## src/rtl/usb_sie_tx.sv

```systemverilog
// usb_sie_tx - transmit half of the USB host serial interface engine.
//
// Takes one transfer request from the register block, sends the token
// packet (PID, addr/ep, CRC5) over the UTMI+ transmit interface and, for
// OUT/SETUP requests, follows it after an inter-packet gap with a DATA0/1
// packet read from the TX FIFO and closed with CRC16.
//
// Ports:
//   clk_i, rst_i              clock, synchronous active-high reset
//   start_i / ack_o           request level / one-cycle accept pulse
//   sof_transfer_i            request is SOF (token only, no done pulse)
//   in_transfer_i             request is IN (token only)
//   token_pid_i/dev_i/ep_i    token fields (frame number for SOF)
//   data_len_i, data_idx_i    payload length, DATA0/DATA1 select
//   tx_data_i / tx_pop_o      TX FIFO head byte / pop strobe
//   utmi_data_o/txvalid_o     UTMI+ transmit byte and valid
//   utmi_txready_i            UTMI+ byte accepted
//   tx_done_o                 last packet of a non-SOF request accepted
//   idle_o                    engine idle
module usb_sie_tx #(
    parameter int IPG_CYCLES = 16
) (
    input  logic        clk_i,
    input  logic        rst_i,
    input  logic        start_i,
    output logic        ack_o,
    input  logic        sof_transfer_i,
    input  logic        in_transfer_i,
    input  logic [7:0]  token_pid_i,
    input  logic [6:0]  token_dev_i,
    input  logic [3:0]  token_ep_i,
    input  logic [15:0] data_len_i,
    input  logic        data_idx_i,
    input  logic [7:0]  tx_data_i,
    output logic        tx_pop_o,
    output logic [7:0]  utmi_data_o,
    output logic        utmi_txvalid_o,
    input  logic        utmi_txready_i,
    output logic        tx_done_o,
    output logic        idle_o
);

    localparam int CW = (IPG_CYCLES > 1) ? $clog2(IPG_CYCLES) : 1;

    typedef enum logic [3:0] {
        S_IDLE, S_TOK_PID, S_TOK1, S_TOK2, S_IPG,
        S_DAT_PID, S_DATA, S_CRC_LO, S_CRC_HI
    } state_t;

    state_t         state_q, state_d;
    logic           sof_q, sof_d;
    logic           in_q, in_d;
    logic [7:0]     pid_q, pid_d;
    logic [6:0]     dev_q, dev_d;
    logic [3:0]     ep_q, ep_d;
    logic [15:0]    len_q, len_d;
    logic           idx_q, idx_d;
    logic [15:0]    rem_q, rem_d;
    logic [15:0]    crc_q, crc_d;
    logic [CW-1:0]  ipg_q, ipg_d;
    logic           first_q, first_d;   // first cycle of DAT_PID: prefetch pop
    logic [4:0]     crc5;

    // Token CRC5 over {ep,dev}, fed LSB first. The complemented register is
    // placed as-is in the top five bits of the last token byte.
    function automatic logic [4:0] calc_crc5(input logic [10:0] bits);
        logic [4:0] c;
        c = 5'h1F;
        for (int i = 0; i < 11; i++) begin
            if (c[4] ^ bits[i]) c = {c[3:0], 1'b0} ^ 5'h05;
            else                c = {c[3:0], 1'b0};
        end
        return ~c;
    endfunction

    // Data CRC16 in reflected form (0x8005 reversed = 0xA001), so the
    // complemented low byte is the first one on the wire.
    function automatic logic [15:0] crc16_upd(input logic [15:0] c,
                                              input logic [7:0]  d);
        logic [15:0] r;
        r = c;
        for (int i = 0; i < 8; i++) begin
            if (r[0] ^ d[i]) r = (r >> 1) ^ 16'hA001;
            else             r = r >> 1;
        end
        return r;
    endfunction

    always_comb crc5 = calc_crc5({ep_q, dev_q});

    always_comb begin
        state_d        = state_q;
        sof_d          = sof_q;
        in_d           = in_q;
        pid_d          = pid_q;
        dev_d          = dev_q;
        ep_d           = ep_q;
        len_d          = len_q;
        idx_d          = idx_q;
        rem_d          = rem_q;
        crc_d          = crc_q;
        ipg_d          = ipg_q;
        first_d        = 1'b0;
        ack_o          = 1'b0;
        tx_pop_o       = 1'b0;
        utmi_data_o    = 8'h00;
        utmi_txvalid_o = 1'b0;
        tx_done_o      = 1'b0;
        idle_o         = 1'b0;

        case (state_q)
            S_IDLE: begin
                idle_o = 1'b1;
                if (start_i) begin
                    ack_o   = 1'b1;
                    sof_d   = sof_transfer_i;
                    in_d    = in_transfer_i;
                    pid_d   = token_pid_i;
                    dev_d   = token_dev_i;
                    ep_d    = token_ep_i;
                    len_d   = data_len_i;
                    idx_d   = data_idx_i;
                    state_d = S_TOK_PID;
                end
            end
            S_TOK_PID: begin
                utmi_txvalid_o = 1'b1;
                utmi_data_o    = pid_q;
                if (utmi_txready_i) state_d = S_TOK1;
            end
            S_TOK1: begin
                utmi_txvalid_o = 1'b1;
                utmi_data_o    = {ep_q[0], dev_q};
                if (utmi_txready_i) state_d = S_TOK2;
            end
            S_TOK2: begin
                utmi_txvalid_o = 1'b1;
                utmi_data_o    = {crc5, ep_q[3:1]};
                if (utmi_txready_i) begin
                    if (sof_q) begin
                        state_d = S_IDLE;
                    end else if (in_q) begin
                        tx_done_o = 1'b1;
                        state_d   = S_IDLE;
                    end else begin
                        ipg_d   = '0;
                        state_d = S_IPG;
                    end
                end
            end
            S_IPG: begin
                if (ipg_q == CW'(IPG_CYCLES - 1)) begin
                    first_d = 1'b1;
                    state_d = S_DAT_PID;
                end else begin
                    ipg_d = ipg_q + 1'b1;
                end
            end
            S_DAT_PID: begin
                utmi_txvalid_o = 1'b1;
                utmi_data_o    = idx_q ? 8'h4B : 8'hC3;
                // Prefetch so the first payload byte is already on tx_data_i
                // by the time DATA is entered.
                tx_pop_o = first_q && (len_q != 16'd0);
                rem_d    = len_q;
                crc_d    = 16'hFFFF;
                if (utmi_txready_i)
                    state_d = (len_q == 16'd0) ? S_CRC_LO : S_DATA;
            end
            S_DATA: begin
                utmi_txvalid_o = 1'b1;
                utmi_data_o    = tx_data_i;
                if (utmi_txready_i) begin
                    crc_d    = crc16_upd(crc_q, tx_data_i);
                    rem_d    = rem_q - 16'd1;
                    // Pop for the byte after this one; the last byte needs none.
                    tx_pop_o = (rem_q > 16'd1);
                    if (rem_q == 16'd1) state_d = S_CRC_LO;
                end
            end
            S_CRC_LO: begin
                utmi_txvalid_o = 1'b1;
                utmi_data_o    = ~crc_q[7:0];
                if (utmi_txready_i) state_d = S_CRC_HI;
            end
            S_CRC_HI: begin
                utmi_txvalid_o = 1'b1;
                utmi_data_o    = ~crc_q[15:8];
                if (utmi_txready_i) begin
                    tx_done_o = 1'b1;
                    state_d   = S_IDLE;
                end
            end
            default: state_d = S_IDLE;
        endcase
    end

    always_ff @(posedge clk_i) begin
        if (rst_i) begin
            state_q <= S_IDLE;
            sof_q   <= 1'b0;
            in_q    <= 1'b0;
            pid_q   <= 8'h00;
            dev_q   <= 7'h00;
            ep_q    <= 4'h0;
            len_q   <= 16'h0000;
            idx_q   <= 1'b0;
            rem_q   <= 16'h0000;
            crc_q   <= 16'hFFFF;
            ipg_q   <= '0;
            first_q <= 1'b0;
        end else begin
            state_q <= state_d;
            sof_q   <= sof_d;
            in_q    <= in_d;
            pid_q   <= pid_d;
            dev_q   <= dev_d;
            ep_q    <= ep_d;
            len_q   <= len_d;
            idx_q   <= idx_d;
            rem_q   <= rem_d;
            crc_q   <= crc_d;
            ipg_q   <= ipg_d;
            first_q <= first_d;
        end
    end

endmodule

```

## config.mk

```make
export PLATFORM = sky130hd
export DESIGN_NAME = usb_sie_tx
export DESIGN_NICKNAME = d
export VERILOG_FILES = /design/src/rtl/usb_sie_tx.sv
export SDC_FILE = /design/constraint.sdc
export NUM_CORES = 1
export LEC_CHECK = 0
export ABC_AREA = 1
export BUFFER_PORTS_ARGS = -buffer_cell sky130_fd_sc_hd__buf_4
export CAP_MARGIN = 20
export CORE_MARGIN = 3
export CORE_UTILIZATION = 50
export DETAILED_ROUTE_END_ITERATION = 7
export GPL_TIMING_DRIVEN = 0
export PLACE_DENSITY = 0.67
export REMOVE_ABC_BUFFERS = 1
export SLEW_MARGIN = 20
export SYNTH_ARGS = -nofsm -noshare
export SYNTH_HDL_FRONTEND = slang
export SYNTH_SLANG_ARGS = --single-unit
```

## constraint.sdc

```tcl
create_clock -name clk_i -period 2.72 [get_ports clk_i]
set_clock_uncertainty 0.1 [all_clocks]
set_input_delay 0.272 -clock clk_i [delete_from_list [all_inputs] [get_ports clk_i]]
set_output_delay 0.272 -clock clk_i [all_outputs]
set_load 0.005 [all_outputs]
```

==> metrics.txt, run 1 <==
Avg Cell Area, Syn 7.008 sq um; Die Area 0.009531 sq mm; row cnt 32; area leader, netlist dfxtp_1; postcts setup bufs 0; P&R area growth vs syn 17.65%; Remaining DRCs 0; clk slew on worst S/H paths 0.08 ns; Hold Slack 0.06361 ns; yosys warns 0; ranking of synthesized cells by area dfxtp_1, nand2_1, o21ai_0; crit path kind register to output pin; Post-synth EDFFs 0; crit start category register; Worst VDD drop 0.5119 mV; most common flop cell mapped by yosys dfxtp_1; Seq/Total Area, Yosys 37.68%; IO Port Bufs 62; combinational power share 50.2%; largest net degree at the start of global routing 48; first-pass GRT wire length 17680 microns; Max-cap violations 0; Worst path slowest cell a221oi_1; drt pass-1 iters 5; final setup fails 0; fmax 389.7 MHz; Overall Global Routing Usage 22.70%; Starting Density 52.95%; top cell type's share of synthesized area 37.68%; sw frac 44.42%; DIE WIDTH 97.63 microns; Seq pwr share 34.2%; Clk network pwr share 15.6%; grt total ovfl 0; Mapped Area 0.004198 sq mm; IO Count 63; design area 0.004938 sq mm; H-tree lvl count 3; Worst EP required 2.35 ns; initial antenna violation count 0; fill count 774; CP Cell Sequence inv_2 > nand2_1 > inv_1 > nand2_8 > inv_6 > a221oi_1 > o211ai_1 > buf_4; fin nets 701; WL per Instance 14.37 microns; Num Clock Sinks 79; critical path peak fanout 36; final WL 10820 microns; Tightest Hold Check Type input pin to register; minimum clock period 2.566 ns; Post-Place Setup Slack -0.5642 ns; CTS buffer count 9; crit end category output pin; worst skew pair latency 0.36 ns; n_diodes 0; die height 97.63 microns; largest family of logic cells by synthesized area compound AO/OA/AOI/OAI gates; max-slew violation count 0; simple-gate share of the synthesized area 21.85%; CTS tree done; compound-gate portion of the synthesized area 23.49%; arrival time at the worst endpoint 2.19 ns; share of cells above drive strength 1 17.51%; GP Congestion 0.8503; final worst path period share 94.33%; sw power 2.141 mW; vias in the first global route 3754; pwr dens 975.8 mW/mm^2; Yosys cell types 34; antenna-violating nets left 0; slowest cell delay on critical path 0.41 ns; LEAKAGE 2.152 nW; Core ar. 0.007928 sq mm; detailed-placement wirelength estimate 7762 microns; clock root cell clkbuf_8; Post-Place Cell Area 0.004731 sq mm; ys async rst share 0%; final hold violations 0; final worst setup slack 0.1541 ns; drt initial violations 166; Worst Tran Pin Value 0.5945 ns; mux contribution to synthesized area 0%; outcome finished, final reports clean; slew margin rel. 60.08%; #FFs+latches synth 79; Synth Area in XOR/XNOR 7.273%; P_int 2.678 mW; Total Power 4.819 mW; unrepaired setup endpoints after global routing true; Post-Synth Adder-Cell Area 0.8942%; setup TNS 0 ns; vias post-DR 4061; Synth Instances 599; clk buf depth 2; DR vias/cell 5.393
-- cell families (layout without fill, tap and decap cells) --
group | Yosys count | count (layout)
buf+inv | 94 | 146
xor+xnor | 34 | 34
simple gates | 210 | 210
fa+ha+maj | 3 | 3
compound gates | 179 | 179
flops | 79 | 79
-- repair_timing --
| action | in CTS | in global routing |
|---|---|---|
| gates resized for setup | 5 | 7 |
| endpoints found under the setup margin | 41 | 20 |
| hold buffers | 0 | 0 |
-- flip-flops by register name (all words and copies together) (netlist names) --
signal   count
pid_q        8
first_q      1
ipg_q        4
in_q         1
ep_q         4
crc_q       16
len_q       16
dev_q        7
rem_q       16
state_q      4
sof_q        1
idx_q        1
-- critical path, delay by kind of cell, from the launching register on --
family | cells | cell delay, ns
buffers and inverters | 4 | 0.52
DFF | 1 | 0.37
AOI/OAI and AO/OA | 2 | 0.60
and+or+nand+nor | 2 | 0.33
-- synthesized netlist by cell type, types with 4 or more instances --
| cell type | count |
|---|---|
| xor2_1 | 20 |
| nor2_1 | 28 |
| inv_2 | 9 |
| nand2_1 | 115 |
| o21ai_0 | 75 |
| dfxtp_1 | 79 |
| o211ai_1 | 6 |
| nand2_2 | 11 |
| inv_1 | 59 |
| o22ai_1 | 7 |
| a211oi_1 | 4 |
| o2111ai_1 | 6 |
| nor3_1 | 11 |
| a21oi_1 | 69 |
| nor4_1 | 4 |
| nand3_2 | 4 |
| xnor2_1 | 13 |
| nand3_1 | 32 |
| clkbuf_1 | 19 |
| buf_2 | 5 |
| a221oi_1 | 5 |
-- layer usage --
metal	wire, microns	vias up	global-route usage, %
li1	-	2109	-
met1	5363	1830	33.01
met2	4692	108	33.63
met5	0	-	0
met4	174	0	6.816
met3	593	14	4.738
-- power by group through the flow --
stage	registers (mW)	logic [mW]	clock network (mW)
3_5_place_dp	1.67	2.35	0
5_1_grt	1.68	2.73	0.818
4_1_cts	1.64	2.38	0.765
2_1_floorplan	1.61	1.68	0
3_3_place_gp	1.66	2.26	0
6_report	1.65	2.42	0.750
-- worst paths after layout --
path / start / endpoint / slack [ns] / cells after the start
setup / recovery: state_q[3]$_SDFFE_PP0P_ / utmi_data_o[7] / 0.15 / 8
hold / removal: data_len_i[3] / len_q[3]$_SDFFE_PP0P_ / 0.06 / 3
hold reg to reg: pid_q[3]$_SDFFE_PP0P_ / pid_q[3]$_SDFFE_PP0P_ / 0.37 / 2
setup reg to reg: state_q[1]$_SDFFE_PP0P_ / rem_q[1]$_SDFFE_PP0P_ / 0.35 / 9
-- per-stage QoR --
| step | std cells | utilization [%] |
|---|---|---|
| final | 753 | 62.29 |
| after global routing | 753 | 62.29 |
| after CTS | 753 | 61.90 |
| after detailed placement | 739 | 59.67 |
| after global placement | 737 | 58.98 |
| after floorplan | 573 | - |
-- final cells by class --
type | instances | area [sq um] | share of cell area, %
Inverter | 68 | 264.0 | 5.346
Tap cell | 102 | 127.6 | 2.584
Multi-Input combinational cell | 426 | 2300 | 46.57
Clock buffer | 10 | 127.6 | 2.584
Sequential cell | 79 | 1582 | 32.02
Clock inverter | 4 | 25.02 | 0.5067
Timing Repair Buffer | 64 | 513.0 | 10.39
-- cell usage in the layout (no fill, tap or decap), drive strengths merged, types with 11 or more instances in the layout --
cell type  count
a21oi         69
xnor2         13
nand3         36
xor2          21
buf           64
nor3          11
o21ai         76
nor2          29
inv           67
dfxtp         79
nand2        126
No activity file was read; power rests on OpenSTA's default activity.
==> inputs of run 2 (changes only) <==
--- a/config.mk
+++ b/config.mk
@@ -5,7 +5,6 @@
 export SDC_FILE = /design/constraint.sdc
 export NUM_CORES = 1
 export LEC_CHECK = 0
-export ABC_AREA = 1
 export BUFFER_PORTS_ARGS = -buffer_cell sky130_fd_sc_hd__buf_4
 export CAP_MARGIN = 20
 export CORE_MARGIN = 3
==> run 2 against run 1 <==
First-iteration DRC count rose by 76%. Clock power rose by 33%. Combinational power fell by 59%. Utilization fell by 0.91 points. Total power fell by 30%. Worst hold slack got worse by 0.013 ns. Critical endpoint is now tx_pop_o.
==> metrics.txt, run 2 <==
slew margin rel. 43.27% (-17 points); share of cells above drive strength 1 18.24% (+0.73 points); CTS Hold Bufs 0 (unchanged); Max-cap violations 0 (unchanged); final worst setup slack 0.1642 ns (+0.01004 ns); Min-Delay Endpoint len_q[4]$_SDFFE_PP0P_; LEAKAGE 1.968 nW (-8.6%); Seq pwr share 41.3% (+7.1 points); max-slew violation count 0 (unchanged); IO Port Bufs 62 (unchanged); WL per Instance 16.69 microns (+16%); Reg2Reg Depth 6 (-3); Remaining DRCs 0 (unchanged); arrival time at the worst endpoint 2.18 ns (about the same); detailed-placement wirelength estimate 7677 microns (-1.1%); #FFs+latches synth 79 (unchanged); DR vias/cell 5.821 (+7.9%); n_diodes 0 (unchanged); clk buf depth 2 (unchanged); ranking of synthesized cells by area dfxtp_1, nand2_1, a21oi_1; reg2reg setup slack 0.17 ns (-0.18 ns); die height 99.86 microns (+2.3%); Yosys cell types 66 (+94%); DR top layer met4; IO Count 63 (unchanged); CTS tree done; Die Area 0.009971 sq mm (+4.6%); Synth Instances 561 (-6.3%); Clk network pwr share 29.6% (+14 points); Worst VDD drop 0.3170 mV (-38%); Post-Place Cell Area 0.004851 sq mm (+2.5%); H-tree lvl count 3 (unchanged); crit start category register; Seq/Total Area, Yosys 35.91% (-1.8 points); Tightest Hold Check Type input pin to register; pwr dens 659.0 mW/mm^2 (-32%); most frequent cells in the layout nand2_1, dfxtp_1, buf_4; grt total ovfl 0 (unchanged); DIE WIDTH 99.86 microns (+2.3%); Avg Cell Area, Syn 7.851 sq um (+12%); largest family of logic cells by synthesized area simple AND/OR/NAND/NOR gates; outcome finished, final reports clean; Synth Area in XOR/XNOR 8.466% (+1.2 points); commonest non-fill, non-tap cell in the layout nand2_1; fin nets 651 (-7.1%); fmax 391.3 MHz (+0.39%); cell with the most instances after synthesis nand2_1; vias in the first global route 3905 (+4.0%); Post-Synth Adder-Cell Area 0.8523% (-0.042 points); HP Start data_len_i[4]; sw frac 33.79% (-11 points); drt pass-1 iters 5 (unchanged); initial antenna violation count 0 (unchanged); Starting Density 52.55% (-0.41 points); worst reg2reg endpoint crc_q[0]$_SDFFE_PP1P_; final worst path period share 93.96% (-0.37 points); P&R area growth vs syn 16.82%; unrepaired setup endpoints after global routing false; minimum clock period 2.556 ns (-0.01004 ns); crit path kind register to output pin; final WL 11810 microns (+9.1%); critical path peak fanout 6 (-83%); Worst Hold Depth 3 (unchanged); combinational power share 29.1% (-21 points); clk slew on worst S/H paths 0.09 ns (about the same); routed length on met3 678 microns (+14%); clock root cell clkbuf_8; Mapped Area 0.004404 sq mm (+4.9%); design area 0.005145 sq mm (+4.2%); crit end category output pin; Num Clock Sinks 79 (unchanged); area leader, netlist dfxtp_1; Post-synth top cells nand2_1, dfxtp_1, a21oi_1; CTS buffer count 9 (unchanged); mux contribution to synthesized area 2.330% (+2.3 points); Worst Tran Pin Value 0.8509 ns (+0.2564 ns); worst skew pair latency 0.36 ns (about the same); vias post-DR 4121 (+1.5%); Layout Utilization 61.38% (-0.91 points); compound-gate portion of the synthesized area 22.30% (-1.2 points); first-pass GRT wire length 19400 microns (+9.8%); met1 WL 5652 microns (+5.4%); Post-Place Setup Slack -0.7480 ns (-0.1837 ns); Worst EP required 2.35 ns (about the same); ys async rst share 0% (unchanged); top cell type's share of synthesized area 35.91% (-1.8 points); Hold Slack 0.05064 ns (-0.01297 ns); Overall Global Routing Usage 24.29% (+1.6 points); yosys warns 0 (unchanged); Post-synth EDFFs 0 (unchanged); largest net degree at the start of global routing 82 (+71%); final setup fails 0 (unchanged); row cnt 33 (+3.1%); met2 WL 5313 microns (+13%); most common flop cell mapped by yosys dfxtp_1; simple-gate share of the synthesized area 24.06% (+2.2 points); drt initial violations 292 (+76%); sw power 1.146 mW (-46%); Core ar. 0.008382 sq mm (+5.7%); GP Congestion 0.8457 (-0.54%); P_int 2.245 mW (-16%); antenna-violating nets left 0 (unchanged); reg2reg start state_q[1]$_SDFFE_PP0P_; final hold violations 0 (unchanged); largest registers crc_q x16, len_q x16, rem_q x16
[run 2: logic make-up (layout without fill, tap and decap cells)]
logic type,after synthesis,count (layout)
fa+ha+maj,3,3
buf+inv,56,98
mux,10,10
compound gates,149,149
flops,79,79
simple gates,224,224
xor+xnor,40,40
[run 2: stage by stage]
stage | instances | total power [mW] | TNS, ns
2_1_floorplan | 518 | 2.022 | -11.57
3_3_place_gp | 685 | 2.326 | -91.49
3_5_place_dp | 689 | 2.347 | -35.81
4_1_cts | 708 | 3.399 | 0
5_1_grt | 708 | 3.575 | 0
6_report | 708 | 3.391 | 0
[run 2: power groups by stage]
stage | clock, mW | sequential (mW) | combinational (mW)
2_1_floorplan | 0 | 1.37 | 0.650
3_3_place_gp | 0 | 1.41 | 0.913
4_1_cts | 1.02 | 1.40 | 0.984
6_report | 1.00 | 1.40 | 0.985
5_1_grt | 1.07 | 1.42 | 1.09
3_5_place_dp | 0 | 1.42 | 0.930
[run 2: area by class of cell]
type,count,area [sq um]
Clock buffer,10,137.6
Clock inverter,6,92.59
Fill cell,776,3237
Inverter,13,52.55
Multi-Input combinational cell,426,2591
Sequential cell,79,1594
Tap cell,105,131.4
Timing Repair Buffer,67,533.0
Timing Repair inverter,2,12.51
[run 2: how the worst max path moves through the flow]
stage | to | slack, ns | startpoint
2_1_floorplan | rem_q[6]$_SDFFE_PP0P_ | -0.46 | state_q[0]$_SDFFE_PP0P_
4_1_cts | ack_o | 0.06 | state_q[2]$_SDFFE_PP0P_
3_5_place_dp | ack_o | -0.75 | state_q[0]$_SDFFE_PP0P_
5_1_grt | crc_q[0]$_SDFFE_PP1P_ | 0.02 | state_q[1]$_SDFFE_PP0P_
6_report | tx_pop_o | 0.16 | rem_q[3]$_SDFFE_PP0P_
3_3_place_gp | rem_q[8]$_SDFFE_PP0P_ | -1.60 | state_q[0]$_SDFFE_PP0P_
[run 2: repair_timing]
item | 4_1_cts | 5_1_grt
resized for setup | 12 | 3
cloned | 2 | 0
pin swaps | 1 | 0
buffers inserted | 1 | 0
setup endpoints to repair | 79 | 16
hold endpoints to repair | 0 | 0
[run 2: critical path, cell delays in order, from the launching register on]
cell and delay [ns]:
dfxtp_1 0.37, nor4_1 0.49, nand2b_1 0.16, o41ai_2 0.41, o21ai_0 0.22, buf_4 0.18
[run 2: layer usage]
| layer | track usage (%) | vias up |
|---|---|---|
| li1 | - | 2044 |
| met2 | 37.25 | 124 |
| met5 | 0 | - |
| met3 | 4.656 | 12 |
| met1 | 35.04 | 1941 |
| met4 | 6.408 | 0 |
